## src/rtl/uart_rx_edge_bit_sampler.sv

```systemverilog
// UART RX timing front end: edge/bit counters and
// 3-tap mid-bit majority sampler.
module uart_rx_edge_bit_sampler #(
  parameter int PRESCALE_W = 6,
  parameter int BIT_CNT_W  = 4
) (
  input  logic                  clk,
  input  logic                  rst,
  input  logic                  RX_In,
  input  logic [PRESCALE_W-1:0] Prescale,
  input  logic                  Bit_Cnt_En,
  input  logic                  Data_Samp_En,
  output logic [PRESCALE_W-1:0] Edge_Cnt,
  output logic [BIT_CNT_W-1:0]  Bit_Cnt,
  output logic                  Sampled_Bit,
  output logic                  Sample_Valid,
  output logic                  Cfg_Err
);

  logic [PRESCALE_W-1:0] r_p_q;
  logic                  r_cfg_err;
  logic [PRESCALE_W-1:0] r_edge_cnt;
  logic [BIT_CNT_W-1:0]  r_bit_cnt;
  logic                  r_tap0;
  logic                  r_tap1;
  logic                  r_sampled;
  logic                  r_valid;

  logic                  w_cfg_ok;
  logic                  w_run;
  logic [PRESCALE_W-1:0] w_half;
  logic [PRESCALE_W-1:0] w_last;
  logic [PRESCALE_W-1:0] w_tap0_pt;
  logic [PRESCALE_W-1:0] w_vote_pt;
  logic                  w_wrap;
  logic                  w_bit_max;
  logic                  w_sample;
  logic                  w_maj;

  assign w_cfg_ok  = (Prescale == PRESCALE_W'(8))
                  || (Prescale == PRESCALE_W'(16))
                  || (Prescale == PRESCALE_W'(32));
  assign w_run     = Bit_Cnt_En && !r_cfg_err;
  assign w_half    = r_p_q >> 1;
  assign w_last    = r_p_q - PRESCALE_W'(1);
  assign w_tap0_pt = w_half - PRESCALE_W'(1);
  assign w_vote_pt = w_half + PRESCALE_W'(1);
  assign w_wrap    = (r_edge_cnt == w_last);
  assign w_bit_max = &r_bit_cnt;
  assign w_sample  = w_run && Data_Samp_En;
  assign w_maj     = (r_tap0 & r_tap1)
                  | (r_tap0 & RX_In)
                  | (r_tap1 & RX_In);

  // Latch prescale and its legality between frames only
  always_ff @(posedge clk) begin
    if (!rst) begin
      r_p_q     <= PRESCALE_W'(8);
      r_cfg_err <= 1'b0;
    end else if (!Bit_Cnt_En) begin
      r_p_q     <= Prescale;
      r_cfg_err <= !w_cfg_ok;
    end
  end

  // Edge counter within a bit, saturating bit counter
  always_ff @(posedge clk) begin
    if (!rst) begin
      r_edge_cnt <= '0;
      r_bit_cnt  <= '0;
    end else if (!w_run) begin
      r_edge_cnt <= '0;
      r_bit_cnt  <= '0;
    end else if (w_wrap) begin
      r_edge_cnt <= '0;
      if (!w_bit_max)
        r_bit_cnt <= r_bit_cnt + BIT_CNT_W'(1);
    end else begin
      r_edge_cnt <= r_edge_cnt + PRESCALE_W'(1);
    end
  end

  // Mid-bit taps and majority vote with one-cycle valid pulse
  always_ff @(posedge clk) begin
    if (!rst) begin
      r_tap0    <= 1'b1;
      r_tap1    <= 1'b1;
      r_sampled <= 1'b1;
      r_valid   <= 1'b0;
    end else begin
      r_valid <= 1'b0;
      if (!Bit_Cnt_En) begin
        r_tap0 <= 1'b1;
        r_tap1 <= 1'b1;
      end else if (w_sample) begin
        if (r_edge_cnt == w_tap0_pt)
          r_tap0 <= RX_In;
        if (r_edge_cnt == w_half)
          r_tap1 <= RX_In;
        if (r_edge_cnt == w_vote_pt) begin
          r_sampled <= w_maj;
          r_valid   <= 1'b1;
        end
      end
    end
  end

  assign Edge_Cnt     = r_edge_cnt;
  assign Bit_Cnt      = r_bit_cnt;
  assign Sampled_Bit  = r_sampled;
  assign Sample_Valid = r_valid;
  assign Cfg_Err      = r_cfg_err;

endmodule
```

## config.mk

```make
export PLATFORM = sky130hd
export DESIGN_NAME = uart_rx_edge_bit_sampler
export DESIGN_NICKNAME = d
export VERILOG_FILES = /design/src/rtl/uart_rx_edge_bit_sampler.sv
export SDC_FILE = /design/constraint.sdc
export NUM_CORES = 1
export LEC_CHECK = 0
export CAP_MARGIN = 30
export CORE_ASPECT_RATIO = 0.75
export CORE_UTILIZATION = 47
export CTS_CLUSTER_DIAMETER = 50
export DETAILED_ROUTE_END_ITERATION = 6
export GPL_TIMING_DRIVEN = 0
export PLACE_DENSITY = 0.7
export SETUP_SLACK_MARGIN = 0.4
export SLEW_MARGIN = 20
export SYNTH_ARGS = -nofsm -noshare
export SYNTH_HDL_FRONTEND = slang
export SYNTH_SLANG_ARGS = --single-unit
```

## constraint.sdc

```tcl
create_clock -name clk -period 2.65 [get_ports clk]
set_clock_uncertainty 0.1 [all_clocks]
set_input_delay 0.265 -clock clk [delete_from_list [all_inputs] [get_ports clk]]
set_output_delay 0.265 -clock clk [all_outputs]
set_load 0.005 [all_outputs]
```

==> results.txt, run 1 <==
result of the run = completed
floorplan core area = 2680 sq um
Cells after DPL = 219
global-route wire length before repair = 5530 microns
flip-flop and latch count after synthesis = 21
CTS max path bufs = 2
leakage power figure = 0.000686 uW
data arrival time of the critical path = 2.16 ns
Final Critical Period = 2.12 ns
Critical Path, Cell by Cell = buf_6 -> inv_1 -> ha_2 -> nand3_1 -> a221oi_4 -> a31oi_4 -> o21ai_0 -> or3b_1
master cell of the clock root buffer = sky130_fd_sc_hd__clkbuf_8
number of max-cap violations = 0
main flop type after synthesis = sky130_fd_sc_hd__dfxtp_1
critical path startpoint category = flop
worst setup path startpoint = r_p_q[2]
Mapped Nets = 177
headroom to the max-slew limit = 65.6%
starting utilization of the core area = 51.3%
CP max stage cell = sky130_fd_sc_hd__a221oi_4
vias per inst = 5.71
start of the worst register-to-register path = r_p_q[2]
number of global-route vias before repair = 1198
part of the Yosys area used for sequential elements = 30.6%
final RePlAce weighted congestion = 0.836
largest incremental delay on the critical path = 0.35 ns
drt total wl = 3240 microns
count of yosys warnings during synthesis = 0
layout-stage area growth over the synthesis result = 28.2%
number of nets with antenna violations after routing = 0
violation count after the first detailed-routing iteration = 59
aggregate global routing overflow = 0
DRC violation count after routing = 0
kind of critical path = reg -> reg
number of failing hold endpoints at the final stage = 0
final standard cell count with taps included and fillers excluded = 224
H-tree lvl count = 1
number of nets in the layout = 206
fraction of final layout cells with drive strength greater than 1 = 11.7%
Die Y = 48.8 microns
unrepaired setup endpoints after global routing = false
maximum net fanout on the critical path = 9
Final Max Tran Viols = 0
die width = 64.5 microns
clock tree from TritonCTS = yes
Worst Reg-to-Reg Cells = 8
share of async-settable or async-resettable flops after synthesis = 0%
largest net degree at the start of global routing = 12
overall global routing resource usage = 23.2%
initial antenna violation count = 0
Setup crit end = r_tap0
flop-to-flop setup slack = 0.53 ns
standard-cell rows = 16
Total Die Area = 3150 sq um
average instance area after synthesis = 8.59 sq um
Fmax = 473 MHz
final total negative setup slack = 0 ns
worst-case vdd ir drop = 0.234 mV
worst skew pair latency = 0.27 ns
required time reported for the critical path endpoint = 2.70 ns
number of buffers added by the clock tree synthesis step = 3
IO buf count = 23
power density cells = 395 nW/um^2
number of distinct library cells after synthesis = 41
detailed-placement wirelength estimate = 2400 microns
transition time at the pin with the least slew margin = 0.514 ns
Post-Syn Area = 1380 sq um
# setup viols final = 0
count of vias placed by the detailed router = 1279
clock slew at the register clock pins of the worst setup and hold paths = 0.07 ns
routed wire length per instance = 14.5 microns
Initial DRT Pass Iterations = 4
ratio of final minimum period to clock period = 79.8%
# diodes = 0
Critical Path End Type = flop
worst reg2reg path endpoint = r_tap0
number of hold buffers added after cts = 0
CTS sink count = 21
type of the worst min-delay path = reg -> reg
EDFF count, synth = 0
number of placed I/O pins = 24
Post-Synthesis Cells = 160
[worst max-delay path: cells and delay by family (launching register included)]
family | cells | cell delay (ns)
AOI/OAI and AO/OA | 3 | 0.58
adders and majority gates | 1 | 0.26
buffers and inverters | 2 | 0.22
DFF | 1 | 0.32
and+or+nand+nor | 2 | 0.51
[kinds of logic after synthesis]
| logic type | Yosys count | share of synthesized area, % |
|---|---|---|
| AO/OA/AOI/OAI | 21 | 12.2 |
| XOR/XNOR | 22 | 14.0 |
| adder cells (fa/ha/maj) | 6 | 5.46 |
| buffers and inverters | 15 | 5.19 |
| flip-flops | 21 | 30.6 |
| multiplexers | 9 | 6.55 |
| AND/OR/NAND/NOR | 66 | 26.0 |
[layout by cell type (no fill, tap or decap), types with 2 or more instances in the layout]
| master | synthesis | final |
|---|---|---|
| sky130_fd_sc_hd__clkdlybuf4s50_1 | 0 | 23 |
| sky130_fd_sc_hd__xor2_1 | 9 | 9 |
| sky130_fd_sc_hd__mux2i_1 | 9 | 9 |
| sky130_fd_sc_hd__or3_1 | 2 | 2 |
| sky130_fd_sc_hd__nand2_1 | 10 | 10 |
| sky130_fd_sc_hd__nand4_1 | 4 | 4 |
| sky130_fd_sc_hd__o21ai_0 | 5 | 5 |
| sky130_fd_sc_hd__ha_1 | 6 | 5 |
| sky130_fd_sc_hd__xnor2_1 | 13 | 12 |
| sky130_fd_sc_hd__inv_1 | 4 | 4 |
| sky130_fd_sc_hd__nand3_1 | 9 | 9 |
| sky130_fd_sc_hd__dfxtp_1 | 21 | 19 |
| sky130_fd_sc_hd__nor3b_1 | 6 | 5 |
| sky130_fd_sc_hd__buf_2 | 6 | 6 |
| sky130_fd_sc_hd__nor2b_1 | 3 | 3 |
| sky130_fd_sc_hd__clkbuf_1 | 4 | 5 |
| sky130_fd_sc_hd__and3_1 | 3 | 3 |
| sky130_fd_sc_hd__dfxtp_2 | 0 | 2 |
| sky130_fd_sc_hd__nor2_1 | 10 | 10 |
| sky130_fd_sc_hd__clkbuf_8 | 0 | 3 |
| sky130_fd_sc_hd__nor4_1 | 3 | 3 |
| sky130_fd_sc_hd__nor3_1 | 9 | 9 |
[timing repair]
item,in CTS,in global routing
endpoints found under the setup margin,11,11
gates resized for setup,5,7
buffers inserted,0,1
pin swaps,0,1
[worst min path at each step]
| stage | start | end | slack, ns | cells after the start |
|---|---|---|---|---|
| after floorplan | rst | r_p_q[3] | 0.23 | 1 |
| after CTS | Bit_Cnt[1] | Bit_Cnt[1] | 0.41 | 2 |
| after global routing | Bit_Cnt[1] | Bit_Cnt[1] | 0.42 | 2 |
| final | Bit_Cnt[1] | Bit_Cnt[1] | 0.41 | 2 |
| after global placement | Bit_Cnt[1] | Bit_Cnt[1] | 0.39 | 2 |
| after detailed placement | Bit_Cnt[1] | Bit_Cnt[1] | 0.40 | 2 |
[Yosys cell counts (all sizes together), types with 2 or more instances]
cell | n | area (sq um)
buf | 7 | 41.3
ha | 6 | 75.1
or3 | 3 | 23.8
nand4 | 4 | 25.0
xor2 | 9 | 78.8
nand2 | 10 | 37.5
o31ai | 2 | 15.0
nor3b | 6 | 45.0
nand3 | 9 | 45.0
inv | 4 | 15.0
nor3 | 9 | 45.0
dfxtp | 21 | 420
nor4 | 3 | 18.8
mux2i | 9 | 90.1
o21ai | 5 | 25.0
a211oi | 2 | 15.0
nor2 | 10 | 37.5
and3 | 3 | 18.8
xnor2 | 13 | 114
a31oi | 2 | 27.5
nor2b | 3 | 18.8
clkbuf | 4 | 15.0
[metrics by stage]
step	utilization, %	worst slack, ns	hold WS [ns]	total power, uW	cell area [sq um]
4_1_cts	64.1	0.404	0.412	688	1720
5_1_grt	65.7	0.409	0.418	737	1760
3_5_place_dp	61.5	0.150	0.402	470	1650
3_3_place_gp	61.5	0.253	0.388	465	1650
6_report	65.7	0.534	0.406	696	1760
2_1_floorplan	-	0.576	0.227	425	1380
[per-layer routing]
layer,vias up,GRT usage (%),wire (microns)
met5,-,0,0
met4,0,7.78,42
met3,6,4.91,170
met2,30,37.4,1460
met1,619,30.7,1560
li1,624,-,-
[sequential cells by signal, summed over array words and instances (netlist names)]
signal        cells
Edge_Cnt          6
r_p_q             6
Bit_Cnt           4
Cfg_Err           1
Sample_Valid      1
Sampled_Bit       1
r_tap0            1
r_tap1            1
[cell type report]
| type | count | area, sq um |
|---|---|---|
| sequential | 21 | 423 |
| multi-input combinational | 124 | 941 |
| fill | 230 | 920 |
| timing repair buffer | 24 | 238 |
| buffer | 11 | 56.3 |
| tap | 36 | 45.0 |
| clock buffer | 4 | 45.0 |
| inverter | 4 | 15.0 |
[power by group]
group	switching (uW)	internal (uW)	leakage, uW
sequential	9.66	324	0.000172
clock	107	107	0.0000228
combinational	75.7	72.7	0.000491
Power figures use the tool's default switching activity.
==> run 2, diff against run 1 <==
PLACE_DENSITY = 0.73   (was 0.7)
clock period = 1.9 ns   (was 2.65 ns; I/O delays follow)
==> run 2 against run 1 <==
Net effect:
- the flow now finishes with violations (setup timing)
- power is 57% higher
- non-clock buffer count up 13
- via count is 9.9% higher
- cell count increased by 5.8%
- core utilization is 15 points higher
- global-route usage rose by 3.4 points
- critical path depth grew 1
- highest routed layer unchanged
==> results.txt, run 2 (synthesis gave the netlist of run 1 again) <==
number of nets in the layout = 219
routed wire length per instance = 18.4 microns
floorplan core area = 2680 sq um
H-tree lvl count = 1
CTS max path bufs = 2
starting utilization of the core area = 51.3%
result of the run = finished with violations
Initial DRT Pass Iterations = 4
Die Y = 48.8 microns
final RePlAce weighted congestion = 0.902
total stage count of the critical path = 9
number of nets with antenna violations after routing = 0
number of buffers added by the clock tree synthesis step = 3
switch share = 30.7%
DRC violation count after routing = 0
start of the worst register-to-register path = r_p_q[2]
CTS sink count = 21
vias per inst = 5.93
clock tree from TritonCTS = yes
buffers and inverters on the worst path = 3
Cells after DPL = 219
share of total power in the clock network = 29.0%
worst reg2reg path endpoint = Bit_Cnt[2]
number of max-cap violations = 0
master cell of the clock root buffer = sky130_fd_sc_hd__clkbuf_8
leakage power figure = 0.000845 uW
violations in the final reports = setup timing
drt total wl = 4370 microns
fill count = 161
clock slew at the register clock pins of the worst setup and hold paths = 0.08 ns
unrepaired setup endpoints after global routing = true
final total negative setup slack = -0.579 ns
switching pwr = 335 uW
overall global routing resource usage = 26.6%
violation count after the first detailed-routing iteration = 85
Total Die Area = 3150 sq um
Seq pwr share = 42.7%
fraction of final layout cells with drive strength greater than 1 = 39.3%
Final Critical Period = 2.04 ns
die width = 64.5 microns
Critical Path End Type = flop
power density cells = 504 nW/um^2
kind of critical path = reg -> reg
standard-cell rows = 16
Critical Path, Cell by Cell = buf_6 -> inv_6 -> ha_4 -> nor3b_4 -> nand2_2 -> xnor2_4 -> and3_4 -> buf_8 -> a311oi_2
maximum net fanout on the critical path = 8
Final Max Tran Viols = 0
CP top delay family = simple AND/OR/NAND/NOR gates
data arrival time of the critical path = 2.12 ns
critical path startpoint category = flop
# diodes = 0
headroom to the max-slew limit = 65.0%
cell internal power dissipation = 757 uW
flop-to-flop setup slack = -0.14 ns
post-route setup slack = -0.144 ns
Setup crit end = Bit_Cnt[2]
aggregate global routing overflow = 0
number of global-route vias before repair = 1318
number of failing hold endpoints at the final stage = 0
type of the worst min-delay path = in -> reg
largest net degree at the start of global routing = 14
worst hold slack across all endpoints = 0.213 ns
global-route wire length before repair = 6360 microns
number of placed I/O pins = 24
IO buf count = 23
detailed-placement wirelength estimate = 2650 microns
ratio of final minimum period to clock period = 108%
combinational share of power = 28.3%
worst slack at placement = -0.310 ns
Worst Reg-to-Reg Cells = 9
CP max stage cell = sky130_fd_sc_hd__dfxtp_2
worst setup path startpoint = r_p_q[2]
count of vias placed by the detailed router = 1405
worst-case vdd ir drop = 0.431 mV
final standard cell count with taps included and fillers excluded = 237
required time reported for the critical path endpoint = 1.98 ns
number of hold buffers added after cts = 0
Fmax = 489 MHz
layout-stage area growth over the synthesis result = 57.6%
worst skew pair latency = 0.27 ns
largest incremental delay on the critical path = 0.33 ns
# setup viols final = 9
transition time at the pin with the least slew margin = 0.526 ns
most frequent cells in the layout = sky130_fd_sc_hd__clkdlybuf4s50_1 (21), sky130_fd_sc_hd__buf_4 (13), sky130_fd_sc_hd__dfxtp_1 (10)
initial antenna violation count = 0
most common library cell in the layout ignoring fill and taps = sky130_fd_sc_hd__clkdlybuf4s50_1
==> run 2: worst min-delay path by stage <==
stage / startpoint / to / slack (ns) / cells after the start
2_1_floorplan: rst / r_p_q[3] / 0.15 / 1
3_3_place_gp: Bit_Cnt[1] / Bit_Cnt[1] / 0.39 / 2
3_5_place_dp: Bit_Cnt[1] / Bit_Cnt[1] / 0.40 / 2
4_1_cts: Edge_Cnt[0] / Edge_Cnt[0] / 0.39 / 1
5_1_grt: Bit_Cnt_En / r_tap1 / 0.23 / 3
6_report: Bit_Cnt_En / r_tap1 / 0.21 / 3
==> run 2: worst register-to-register path: stages, from the launching register on <==
cell and delay, ns:
sky130_fd_sc_hd__dfxtp_2 0.33, sky130_fd_sc_hd__buf_6 0.13, sky130_fd_sc_hd__inv_6 0.07, sky130_fd_sc_hd__ha_4 0.16
sky130_fd_sc_hd__nor3b_4 0.25, sky130_fd_sc_hd__nand2_2 0.14, sky130_fd_sc_hd__xnor2_4 0.17, sky130_fd_sc_hd__and3_4 0.20
sky130_fd_sc_hd__buf_8 0.14, sky130_fd_sc_hd__a311oi_2 0.26
==> run 2: cell type report <==
type / count / area (sq um) / area share, %
timing repair buffer: 37 / 352 / 16.2
sequential: 21 / 444 / 20.5
clock inverter: 1 / 7.51 / 0.346
multi-input combinational: 124 / 1170 / 54.1
buffer: 11 / 80.1 / 3.70
clock buffer: 3 / 41.3 / 1.91
inverter: 4 / 25.0 / 1.15
tap: 36 / 45.0 / 2.08
==> run 2: power by group through the flow <==
stage | Combinational, uW | Clock (uW) | Sequential, uW
floorplan | 141 | 0 | 473
global placement | 196 | 0 | 475
detailed placement | 201 | 0 | 476
CTS | 248 | 316 | 463
global route | 327 | 334 | 467
finish | 309 | 316 | 466
==> run 2: layer usage <==
metal | GRT usage (%) | vias to the layer above | part of all wire (%)
li1 | - | 648 | -
met1 | 36.0 | 669 | 43
met2 | 42.3 | 74 | 47
met3 | 5.37 | 14 | 8.1
met4 | 8.52 | 0 | 2.2
met5 | 0 | - | 0
==> run 2: timing repair <==
action,in CTS,in global routing
pin swaps,16,20
setup endpoints to repair,19,17
resized for setup,32,34
cloned,0,0
setup buffers,10,4
hold endpoints to repair,0,0
==> run 2: metrics by stage <==
step                instance area [sq um]  power, uW  utilization, %
floorplan                            1470        614               -
global placement                     1740        670            64.9
detailed placement                   1740        677            64.9
CTS                                  1970       1030            73.5
global route                         2170       1130            80.8
finish                               2170       1090            80.8
